[src/rtl/result_alarm_monitor_if.sv]
// Result bus from the shared-multiplier equation datapath: one valid word per
// cycle, tagged altitude (sel 0) or battery (sel 1).
interface result_alarm_monitor_if;
  logic        res_valid;
  logic        res_sel;
  logic [15:0] res_data;

  modport master (output res_valid, output res_sel, output res_data);
  modport slave  (input  res_valid, input  res_sel, input  res_data);
endinterface

[src/rtl/result_alarm_monitor.sv]
// Per-channel 4-sample moving average with debounced, hysteretic alarms and a
// sticky A/B alternation check on the incoming result stream.
//   state    | meaning
//   OK       | no alarm, no pending violations
//   PEND_SET | violations seen, fewer than DEBOUNCE in a row
//   ALARM    | alarm asserted
//   PEND_CLR | alarm still asserted, clear samples being counted
module result_alarm_monitor #(
  parameter int ALT_LIMIT   = 500,
  parameter int ALT_HYST    = 50,
  parameter int BATT_LOW_TH = 100,
  parameter int BATT_HYST   = 20,
  parameter int DEBOUNCE    = 3
) (
  input  logic                         clk_i,
  input  logic                         rst_i,
  result_alarm_monitor_if.slave        res_if,
  output logic [15:0]                  alt_avg_o,
  output logic [15:0]                  batt_avg_o,
  output logic                         avg_valid_o,
  output logic                         avg_sel_o,
  output logic                         alt_alarm_o,
  output logic                         batt_alarm_o,
  output logic                         seq_err_o,
  output logic [7:0]                   sample_count_o
);

  localparam logic [1:0] ST_OK       = 2'd0;
  localparam logic [1:0] ST_PEND_SET = 2'd1;
  localparam logic [1:0] ST_ALARM    = 2'd2;
  localparam logic [1:0] ST_PEND_CLR = 2'd3;

  localparam logic [3:0]        DEB      = 4'(DEBOUNCE);
  localparam logic signed [16:0] ALT_SET  = 17'(ALT_LIMIT);
  localparam logic signed [16:0] ALT_CLR  = 17'(ALT_LIMIT - ALT_HYST);
  localparam logic signed [15:0] BATT_SET = 16'(BATT_LOW_TH);
  localparam logic signed [15:0] BATT_CLR = 16'(BATT_LOW_TH + BATT_HYST);

  function automatic logic [17:0] sx(input logic [15:0] v);
    return {{2{v[15]}}, v};
  endfunction

  function automatic logic [5:0] step(input logic [1:0] st, input logic [3:0] cnt,
                                      input logic bad, input logic good);
    logic [1:0] ns;
    logic [3:0] nc;
    logic [3:0] inc;
    ns  = st;
    nc  = cnt;
    inc = cnt + 4'd1;
    case (st)
      ST_OK: if (bad) begin
        ns = (DEB == 4'd1) ? ST_ALARM : ST_PEND_SET;
        nc = (DEB == 4'd1) ? 4'd0 : 4'd1;
      end
      ST_PEND_SET: begin
        if (!bad)            begin ns = ST_OK;    nc = 4'd0; end
        else if (inc == DEB) begin ns = ST_ALARM; nc = 4'd0; end
        else                 nc = inc;
      end
      ST_ALARM: if (good) begin
        ns = (DEB == 4'd1) ? ST_OK : ST_PEND_CLR;
        nc = (DEB == 4'd1) ? 4'd0 : 4'd1;
      end
      default: begin
        if (!good)           begin ns = ST_ALARM; nc = 4'd0; end
        else if (inc == DEB) begin ns = ST_OK;    nc = 4'd0; end
        else                 nc = inc;
      end
    endcase
    return {ns, nc};
  endfunction

  // Only the three previous samples are stored; the incoming word is the fourth.
  logic [2:0][15:0] alt_hist_q, batt_hist_q, hist_sel;
  logic [17:0]      sum;
  logic [15:0]      avg_new;
  logic [15:0]      alt_avg_q, batt_avg_q;
  logic             avg_valid_q, avg_sel_q;
  logic             last_vld_q, last_sel_q, seq_err_q;
  logic [7:0]       count_q;

  always_comb begin
    hist_sel = res_if.res_sel ? batt_hist_q : alt_hist_q;
    sum      = sx(res_if.res_data) + sx(hist_sel[0]) + sx(hist_sel[1]) + sx(hist_sel[2]);
    avg_new  = sum[17:2];
  end

  always_ff @(posedge clk_i) begin
    if (rst_i) begin
      alt_hist_q  <= '0;
      batt_hist_q <= '0;
      alt_avg_q   <= '0;
      batt_avg_q  <= '0;
      avg_valid_q <= 1'b0;
      avg_sel_q   <= 1'b0;
      last_vld_q  <= 1'b0;
      last_sel_q  <= 1'b0;
      seq_err_q   <= 1'b0;
      count_q     <= '0;
    end else begin
      avg_valid_q <= res_if.res_valid;
      if (res_if.res_valid) begin
        avg_sel_q  <= res_if.res_sel;
        count_q    <= count_q + 8'd1;
        last_vld_q <= 1'b1;
        last_sel_q <= res_if.res_sel;
        if (last_vld_q && (last_sel_q == res_if.res_sel)) seq_err_q <= 1'b1;
        if (res_if.res_sel) begin
          batt_hist_q <= {batt_hist_q[1:0], res_if.res_data};
          batt_avg_q  <= avg_new;
        end else begin
          alt_hist_q <= {alt_hist_q[1:0], res_if.res_data};
          alt_avg_q  <= avg_new;
        end
      end
    end
  end

  logic [1:0]        alt_st_q, alt_st_d, batt_st_q, batt_st_d;
  logic [3:0]        alt_cnt_q, alt_cnt_d, batt_cnt_q, batt_cnt_d;
  logic              alt_alarm_q, batt_alarm_q;
  logic signed [16:0] alt_ext, alt_abs;
  logic              alt_bad, alt_good, batt_bad, batt_good;

  // Magnitude in 17 bits so that -32768 maps to +32768.
  always_comb begin
    alt_ext   = {alt_avg_q[15], alt_avg_q};
    alt_abs   = alt_ext[16] ? -alt_ext : alt_ext;
    alt_bad   = alt_abs > ALT_SET;
    alt_good  = alt_abs <= ALT_CLR;
    batt_bad  = $signed(batt_avg_q) < BATT_SET;
    batt_good = $signed(batt_avg_q) >= BATT_CLR;
    {alt_st_d, alt_cnt_d}   = {alt_st_q, alt_cnt_q};
    {batt_st_d, batt_cnt_d} = {batt_st_q, batt_cnt_q};
    if (avg_valid_q && !avg_sel_q)
      {alt_st_d, alt_cnt_d} = step(alt_st_q, alt_cnt_q, alt_bad, alt_good);
    if (avg_valid_q && avg_sel_q)
      {batt_st_d, batt_cnt_d} = step(batt_st_q, batt_cnt_q, batt_bad, batt_good);
  end

  always_ff @(posedge clk_i) begin
    if (rst_i) begin
      alt_st_q     <= ST_OK;
      batt_st_q    <= ST_OK;
      alt_cnt_q    <= '0;
      batt_cnt_q   <= '0;
      alt_alarm_q  <= 1'b0;
      batt_alarm_q <= 1'b0;
    end else begin
      alt_st_q     <= alt_st_d;
      batt_st_q    <= batt_st_d;
      alt_cnt_q    <= alt_cnt_d;
      batt_cnt_q   <= batt_cnt_d;
      alt_alarm_q  <= (alt_st_d == ST_ALARM) || (alt_st_d == ST_PEND_CLR);
      batt_alarm_q <= (batt_st_d == ST_ALARM) || (batt_st_d == ST_PEND_CLR);
    end
  end

  assign alt_avg_o      = alt_avg_q;
  assign batt_avg_o     = batt_avg_q;
  assign avg_valid_o    = avg_valid_q;
  assign avg_sel_o      = avg_sel_q;
  assign alt_alarm_o    = alt_alarm_q;
  assign batt_alarm_o   = batt_alarm_q;
  assign seq_err_o      = seq_err_q;
  assign sample_count_o = count_q;

endmodule

[src/flat_wrapper.sv]
// flat-port wrapper written by rule: the top's interface ports become plain ports
module result_alarm_monitor_flat 
#(
  parameter int ALT_LIMIT   = 500,
  parameter int ALT_HYST    = 50,
  parameter int BATT_LOW_TH = 100,
  parameter int BATT_HYST   = 20,
  parameter int DEBOUNCE    = 3
)
  (clk_i, rst_i, alt_avg_o, batt_avg_o, avg_valid_o, avg_sel_o, alt_alarm_o, batt_alarm_o, seq_err_o, sample_count_o, res_if_res_valid, res_if_res_sel, res_if_res_data);
  result_alarm_monitor_if res_if_i ();
  input  logic clk_i;
  input  logic rst_i;
  output logic [15:0] alt_avg_o;
  output logic [15:0] batt_avg_o;
  output logic avg_valid_o;
  output logic avg_sel_o;
  output logic alt_alarm_o;
  output logic batt_alarm_o;
  output logic seq_err_o;
  output logic [7:0] sample_count_o;
  input wire logic [$bits(res_if_i.res_valid)-1:0] res_if_res_valid;
  input wire logic [$bits(res_if_i.res_sel)-1:0] res_if_res_sel;
  input wire logic [$bits(res_if_i.res_data)-1:0] res_if_res_data;
  assign res_if_i.res_valid = res_if_res_valid;
  assign res_if_i.res_sel = res_if_res_sel;
  assign res_if_i.res_data = res_if_res_data;
  result_alarm_monitor #(.ALT_LIMIT(ALT_LIMIT), .ALT_HYST(ALT_HYST), .BATT_LOW_TH(BATT_LOW_TH), .BATT_HYST(BATT_HYST), .DEBOUNCE(DEBOUNCE)) u_core (.clk_i(clk_i), .rst_i(rst_i), .res_if(res_if_i), .alt_avg_o(alt_avg_o), .batt_avg_o(batt_avg_o), .avg_valid_o(avg_valid_o), .avg_sel_o(avg_sel_o), .alt_alarm_o(alt_alarm_o), .batt_alarm_o(batt_alarm_o), .seq_err_o(seq_err_o), .sample_count_o(sample_count_o));
endmodule
[config.mk]
export PLATFORM = sky130hd
export DESIGN_NAME = result_alarm_monitor_flat
export DESIGN_NICKNAME = d
export VERILOG_FILES = /design/src/rtl/result_alarm_monitor_if.sv /design/src/rtl/result_alarm_monitor.sv /design/src/flat_wrapper.sv
export SDC_FILE = /design/constraint.sdc
export NUM_CORES = 1
export LEC_CHECK = 0
export CORE_AREA = 2 2 134 136
export CTS_CLUSTER_DIAMETER = 100
export DETAILED_ROUTE_END_ITERATION = 6
export DIE_AREA = 0 0 136 138
export HOLD_SLACK_MARGIN = 0.12
export PLACE_DENSITY = 0.81
export SLEW_MARGIN = 5
export SYNTH_ARGS = -nofsm -noshare
export SYNTH_HDL_FRONTEND = slang
export SYNTH_SLANG_ARGS = --single-unit
export TNS_END_PERCENT = 20
[constraint.sdc]
create_clock -name clk_i -period 9.5 [get_ports clk_i]
set_input_delay 2.85 -clock clk_i [delete_from_list [all_inputs] [get_ports clk_i]]
set_output_delay 2.85 -clock clk_i [all_outputs]
set_load 0.03 [all_outputs]
==> qor.csv, run 1 <==
metric,value,unit
area.growth.synth_to_final,16.5,%
dieArea,18800,µm²
synth.yosys.seq_area_share,36.4,%
muxShareOfSynthArea,6.87,%
finalClockSkew,0.00707,ns
largest_family_of_logic_cells_by_synthesized_area,compound AO/OA/AOI/OAI gates,
grt_pass1_vias,6830,
grt_max_degree,87,
reg2reg_slack,4.69,ns
yosys_register_bits,154,
grt_setup_unrepaired,no,
setup-violations-final,0,
rows,49,
die-width,136,µm
core-area,17500,µm²
layout_worst_path_cycle_share,78.7,%
chipHeight,138,µm
critical_path_buf_inv_count,3,
rr_startpoint,u_core.alt_hist_q[0]$_SDFFE_PP0P_,
via_count,7092,
cts_resized,0,
finalWorstPathRequiredPeriod,7.48,ns
final.hold.worst_slack,0.459,ns
crit_chain,"buf_2, mux2_2, ha_1, inv_1, fa_1, nor2b_1, o21ai_0, a21boi_0, o21ai_0, nand2b_1, xnor2_1, fa_1, inv_1, ha_1, and2_1, and4_1, a211oi_2, o211ai_1, a2111oi_4, nor3_1, a311o_1",
setup_ws_post_layout,2.02,ns
most_common_cell_after_layout_fill_and_taps_aside,sky130_fd_sc_hd__dfxtp_1,
fraction_of_final_layout_cells_with_drive_strength_greater_than_1,8.41,%
layout.cells.most_common_list,"sky130_fd_sc_hd__dfxtp_1, sky130_fd_sc_hd__nand2_1, sky130_fd_sc_hd__a21oi_1",
total_leakage_power,3.97,nW
max_cap_viol_count,0,
ys_types,75,
gr-usage-all-layers,21.4,%
max_slew_margin,31.1,%
antenna_found_initial,0,
drt_first_iter_violations,516,
critical_path.slowest_cell,sky130_fd_sc_hd__fa_1,
synthesis.yosys.warnings,0,
timing.hold.worst.start,u_core.batt_hist_q[43]$_SDFFE_PP0P_,
max_stage_delay,0.54,ns
dp_hpwl,13.2,mm
initial_utilization,48.3,%
htree_levels,4,
drt.antenna.violating_nets,0,
place_area,9240,µm²
route.final.wire_length,19.6,mm
critical-path-top-delay-family,compound AO/OA/AOI/OAI gates,
timing_worst_slew_pin_value,1.03,ns
timing.fmax,134,MHz
cts_tree,yes,
avgRoutedWirePerCell,15.8,µm
post-route-cell-area,9860,µm²
critical_path_required,9.82,ns
timing.reg2reg.worst_path_depth,20,
timing.critical_path.from_type,primary input,
synth-edff-count,0,
design.portCount,65,
ys_async_sr_fraction,0,%
drc_errors,0,
total_power,0.00173,W
synth.avg_cell_area,8.84,µm²
mean_number_of_vias_per_cell,5.72,
finalHoldViolCount,0,
ir_worst_vdd,128,µV
postCtsSetupBuffers,0,
clk_latency,0.43,ns
portBuffers,64,
worstHoldPathType,reg2reg,
layout.nets,1074,
timing.critical_path.to_type,flop,
global_route.overflow_total,0,
setup-tns-final,0,ns
whs_path_depth,2,
run_status,finished clean,
detailedPlace.worstSlack,1.62,ns
postSynthNetCount,1034,
path_clk_slew,0.06,ns
dominantRegCellSynth,sky130_fd_sc_hd__dfxtp_1,
cts_hold_buf,0,
gp_congestion,0.882,
grt_pass1_wl,32.9,mm
synth_simple_gate_area_share,17.5,%
whs_endpoint,u_core.batt_hist_q[43]$_SDFFE_PP0P_,
ctsRootBufferMaster,sky130_fd_sc_hd__clkbuf_16,
path_max_fanout,22,
detail_route.first_pass.iterations,5,
report.final.slew_viol_count,0,
synthAdderAreaFrac,9.87,%
insertedDiodeCount,0,
synth_compound_gate_area_share,21.4,%
p_per_area,175,nW/µm²
synthesis.instances,958,
clock_sink_count,154,
mappedNetlistArea,8470,µm²
cp_data_arrival_time,7.80,ns
cts_inserted_buffers,17,
crit-reg2reg-capture,u_core.batt_avg_o[12]$_SDFFE_PP0P_,
cts-root-to-sink-buffers,2,
xor_xnor_fraction_of_synth_area,3.52,%
timing_worst_setup_path_type,in2reg,
worst max path at each step:
stage | from | end | slack (ns) | cells past startpoint
2_1_floorplan | res_if_res_sel | u_core.batt_avg_o[12]$_SDFFE_PP0P_ | 1.91 | 22
3_5_place_dp | res_if_res_sel | u_core.batt_avg_o[12]$_SDFFE_PP0P_ | 1.62 | 21
4_1_cts | res_if_res_sel | u_core.batt_avg_o[12]$_SDFFE_PP0P_ | 2.03 | 21
3_3_place_gp | res_if_res_sel | u_core.batt_avg_o[12]$_SDFFE_PP0P_ | 1.68 | 21
5_1_grt | res_if_res_sel | u_core.batt_avg_o[12]$_SDFFE_PP0P_ | 1.68 | 21
6_report | res_if_res_sel | u_core.batt_avg_o[12]$_SDFFE_PP0P_ | 2.02 | 21
kinds of logic (layout without fill, tap and decap cells):
family                   after synthesis  count (layout)
adder cells (fa/ha/maj)               56              56
AO/OA/AOI/OAI                        258             258
buffers and inverters                 95             148
flip-flops                           154             154
multiplexers                          55              55
XOR/XNOR                              34              34
AND/OR/NAND/NOR                      306             306
state kept, by name, indices dropped and copies added (netlist names):
signal	flops
u_core.batt_alarm_o	1
u_core.alt_cnt_q	4
u_core.sample_count_o	8
u_core.last_vld_q	1
u_core.alt_hist_q	48
u_core.batt_hist_q	48
u_core.batt_avg_o	16
u_core.alt_st_q	2
u_core.avg_valid_o	1
u_core.seq_err_o	1
u_core.alt_avg_o	16
u_core.batt_st_q	2
u_core.alt_alarm_o	1
u_core.avg_sel_o	1
u_core.batt_cnt_q	4
stage by stage:
| step | std cells | util [%] |
|---|---|---|
| 2_1_floorplan | 958 | - |
| 5_1_grt | 1240 | 56.2 |
| 3_3_place_gp | 1208 | 52.7 |
| 3_5_place_dp | 1208 | 52.7 |
| 6_report | 1240 | 56.2 |
| 4_1_cts | 1240 | 56.2 |
per-layer routing:
metal	track usage [%]	up-vias	part of all wire [%]
li1	-	3511	-
met1	28.1	3377	47
met2	35.0	181	47
met3	4.33	23	4.7
met4	6.96	0	1.5
met5	0	-	0
worst register-to-register path: cells and delay by family (launching register included):
kind                       cells  cell delay [ns]
muxes                          1             0.16
AOI/OAI and AO/OA              7             1.81
DFF                            1             0.36
adders and majority gates      4             1.43
xor gates and xnor gates       1             0.09
and+or+nand+nor                5             0.73
buffers and inverters          2             0.10
cells in the mapped netlist, types with 7 or more instances:
cell type / count / area (µm²)
sky130_fd_sc_hd__fa_1: 18 / 360
sky130_fd_sc_hd__xnor2_1: 18 / 158
sky130_fd_sc_hd__ha_1: 38 / 475
sky130_fd_sc_hd__dfxtp_1: 154 / 3080
sky130_fd_sc_hd__a21oi_1: 88 / 440
sky130_fd_sc_hd__nor3_1: 15 / 75.1
sky130_fd_sc_hd__a31oi_1: 7 / 43.8
sky130_fd_sc_hd__a21o_1: 8 / 60.1
sky130_fd_sc_hd__buf_1: 18 / 67.6
sky130_fd_sc_hd__mux2_2: 24 / 270
sky130_fd_sc_hd__nand3_1: 21 / 105
sky130_fd_sc_hd__mux2i_1: 30 / 300
sky130_fd_sc_hd__nor2_1: 43 / 161
sky130_fd_sc_hd__xor2_1: 16 / 140
sky130_fd_sc_hd__clkbuf_1: 27 / 101
sky130_fd_sc_hd__or3_1: 11 / 68.8
sky130_fd_sc_hd__inv_1: 46 / 173
sky130_fd_sc_hd__o21ai_0: 33 / 165
sky130_fd_sc_hd__nand2b_1: 7 / 43.8
sky130_fd_sc_hd__and3_1: 10 / 62.6
sky130_fd_sc_hd__a22o_1: 55 / 482
sky130_fd_sc_hd__nand2_1: 147 / 552
sky130_fd_sc_hd__o21a_1: 9 / 67.6
power breakdown:
part           switching [W]  internal (W)  leakage (nW)
Sequential         0.0000293      0.000670          1.25
Combinational       0.000183      0.000128          2.42
Clock               0.000257      0.000460         0.301
area by class of cell:
cell class              count  area (µm²)
well taps                 229         287
inverters                  46         173
multi-input cells         709        5020
clock inverters             7         138
clock buffers              25         485
repair buffers             70         676
flip-flops and latches    154        3080
fillers                  1563        7670
No activity file was read; power rests on OpenSTA's default activity.
==> run 2, diff against run 1 <==
Clock period 9.5 ns to 7.6 ns, I/O delays scaled along.
==> qor.csv, run 2 (synthesis gave the netlist of run 1 again) <==
metric,value,unit
run_status,finished clean,
total_power,0.00216,W
drt.antenna.violating_nets,0,
initial_utilization,48.3,%
global_route.overflow_total,0,
power.clock.fraction,41.3,%
ir_worst_vdd,159,µV
gr-usage-all-layers,22.0,%
grt_pass1_vias,7026,
whs_path_depth,2,
cts_tree,yes,
finalClockSkew,0.0113,ns
final.hold.worst_slack,0.454,ns
layout_worst_path_cycle_share,88.7,%
rr_startpoint,u_core.alt_hist_q[0]$_SDFFE_PP0P_,
most_common_cell_after_layout_fill_and_taps_aside,sky130_fd_sc_hd__dfxtp_1,
dieArea,18800,µm²
timing.critical_path.to_type,flop,
max_cap_viol_count,0,
top_regs,"u_core.alt_hist_q x48, u_core.batt_hist_q x48",
reg2reg_slack,2.69,ns
cts_inserted_buffers,17,
grt_pass1_wl,34.0,mm
avgRoutedWirePerCell,16.2,µm
chipHeight,138,µm
cts_hold_buf,0,
timing.reg2reg.worst_path_depth,20,
dp_hpwl,13.4,mm
layout.cells.most_common_list,"sky130_fd_sc_hd__dfxtp_1, sky130_fd_sc_hd__nand2_1, sky130_fd_sc_hd__a21oi_1",
whs_endpoint,u_core.batt_hist_q[39]$_SDFFE_PP0P_,
finalHoldViolCount,0,
cts-root-to-sink-buffers,2,
portBuffers,64,
max_slew_margin,34.1,%
power_switching,0.000606,W
detail_route.first_pass.iterations,5,
drt_first_iter_violations,543,
p_int,0.00155,W
timing_worst_setup_path_type,in2reg,
p_sw_share,28.1,%
rows,49,
timing.critical_path.from_type,primary input,
final-seq-area,3080,µm²
die-width,136,µm
grt_setup_unrepaired,no,
gp_congestion,0.825,
design.portCount,65,
grt_max_degree,86,
timing.hold.worst.start,u_core.batt_hist_q[39]$_SDFFE_PP0P_,
timing.fmax,148,MHz
worstHoldPathType,reg2reg,
multi_input_gate_area,5020,µm²
via_count,7186,
p_per_area,219,nW/µm²
finalCoreUtilization,56.3,%
route.final.wire_length,20.0,mm
comb_power_share,18.1,%
core-area,17500,µm²
timing_worst_slew_pin_value,0.988,ns
finalWorstPathRequiredPeriod,6.74,ns
power.sequential.fraction,40.5,%
layout.nets,1074,
setup-violations-final,0,
critical_path_required,7.91,ns
total_leakage_power,3.97,nW
crit-reg2reg-capture,u_core.batt_avg_o[12]$_SDFFE_PP0P_,
mean_number_of_vias_per_cell,5.80,
path_clk_slew,0.06,ns
report.final.slew_viol_count,0,
path_max_fanout,4,
clock_sink_count,154,
drc_errors,0,
setup-tns-final,0,ns
postCtsSetupBuffers,0,
antenna_found_initial,0,
cts_resized,0,
cp_data_arrival_time,7.06,ns
insertedDiodeCount,0,
area.growth.synth_to_final,16.5,%
clk_latency,0.43,ns
fillers,1576,
htree_levels,4,
fraction_of_final_layout_cells_with_drive_strength_greater_than_1,8.61,%
ctsRootBufferMaster,sky130_fd_sc_hd__clkbuf_16,
==> run 2: worst max-delay path, cell delays in order <==
cell	delay, ns
sky130_fd_sc_hd__clkdlybuf4s50_1	0.50
sky130_fd_sc_hd__ha_1	0.20
sky130_fd_sc_hd__inv_1	0.06
sky130_fd_sc_hd__fa_1	0.40
sky130_fd_sc_hd__nor2b_1	0.12
sky130_fd_sc_hd__o21ai_0	0.11
sky130_fd_sc_hd__a21boi_0	0.32
sky130_fd_sc_hd__o21ai_0	0.12
sky130_fd_sc_hd__nand2b_1	0.09
sky130_fd_sc_hd__xnor2_1	0.08
sky130_fd_sc_hd__fa_1	0.54
sky130_fd_sc_hd__inv_1	0.04
sky130_fd_sc_hd__ha_1	0.32
sky130_fd_sc_hd__and2_1	0.20
sky130_fd_sc_hd__and4_1	0.21
sky130_fd_sc_hd__a211oi_2	0.28
sky130_fd_sc_hd__o211ai_1	0.23
sky130_fd_sc_hd__a2111oi_4	0.47
sky130_fd_sc_hd__nor3_1	0.13
sky130_fd_sc_hd__a311o_1	0.34
==> run 2: stage by stage <==
step / cells / cell area (µm²) / setup WS [ns]
floorplan: 958 / 8470 / 0.581
global placement: 1208 / 9250 / 0.572
detailed placement: 1208 / 9250 / 0.451
CTS: 1239 / 9870 / 0.888
global route: 1239 / 9870 / 0.470
finish: 1239 / 9870 / 0.857
==> run 2: layer usage <==
metal  part of all wire (%)  wire length, µm  global-route usage (%)  vias to the layer above
met5                      0                0                       0                        -
met4                    2.0              400                    7.84                        0
met3                    4.6              918                    4.51                       34
met2                     48             9570                    35.9                      176
met1                     46             9140                    28.8                     3474
li1                       -                -                       -                     3502
==> run 2: how the worst max path moves through the flow <==
stage / endpoint / start
global route: u_core.batt_avg_o[15]$_SDFFE_PP0P_ / res_if_res_data[0]
global placement: u_core.batt_avg_o[12]$_SDFFE_PP0P_ / res_if_res_data[0]
CTS: u_core.batt_avg_o[12]$_SDFFE_PP0P_ / res_if_res_data[0]
finish: u_core.batt_avg_o[12]$_SDFFE_PP0P_ / res_if_res_data[0]
detailed placement: u_core.batt_avg_o[12]$_SDFFE_PP0P_ / res_if_res_data[0]
floorplan: u_core.batt_avg_o[12]$_SDFFE_PP0P_ / res_if_res_sel
==> run 2: final cells by class <==
class | instances | share of cell area (%)
inverter | 46 | 1.75
clock inverter | 11 | 1.72
clock buffer | 20 | 4.53
multi-input combinational | 709 | 50.9
sequential | 154 | 31.2
tap | 229 | 2.90
timing repair buffer | 70 | 6.97
==> run 2: power groups by stage <==
stage          registers (W)  clock network (W)  logic [W]
5_1_grt             0.000879           0.000940   0.000434
3_5_place_dp        0.000891                  0   0.000385
2_1_floorplan       0.000909                  0   0.000259
4_1_cts             0.000874           0.000900   0.000391
3_3_place_gp        0.000889                  0   0.000376
6_report            0.000875           0.000893   0.000392
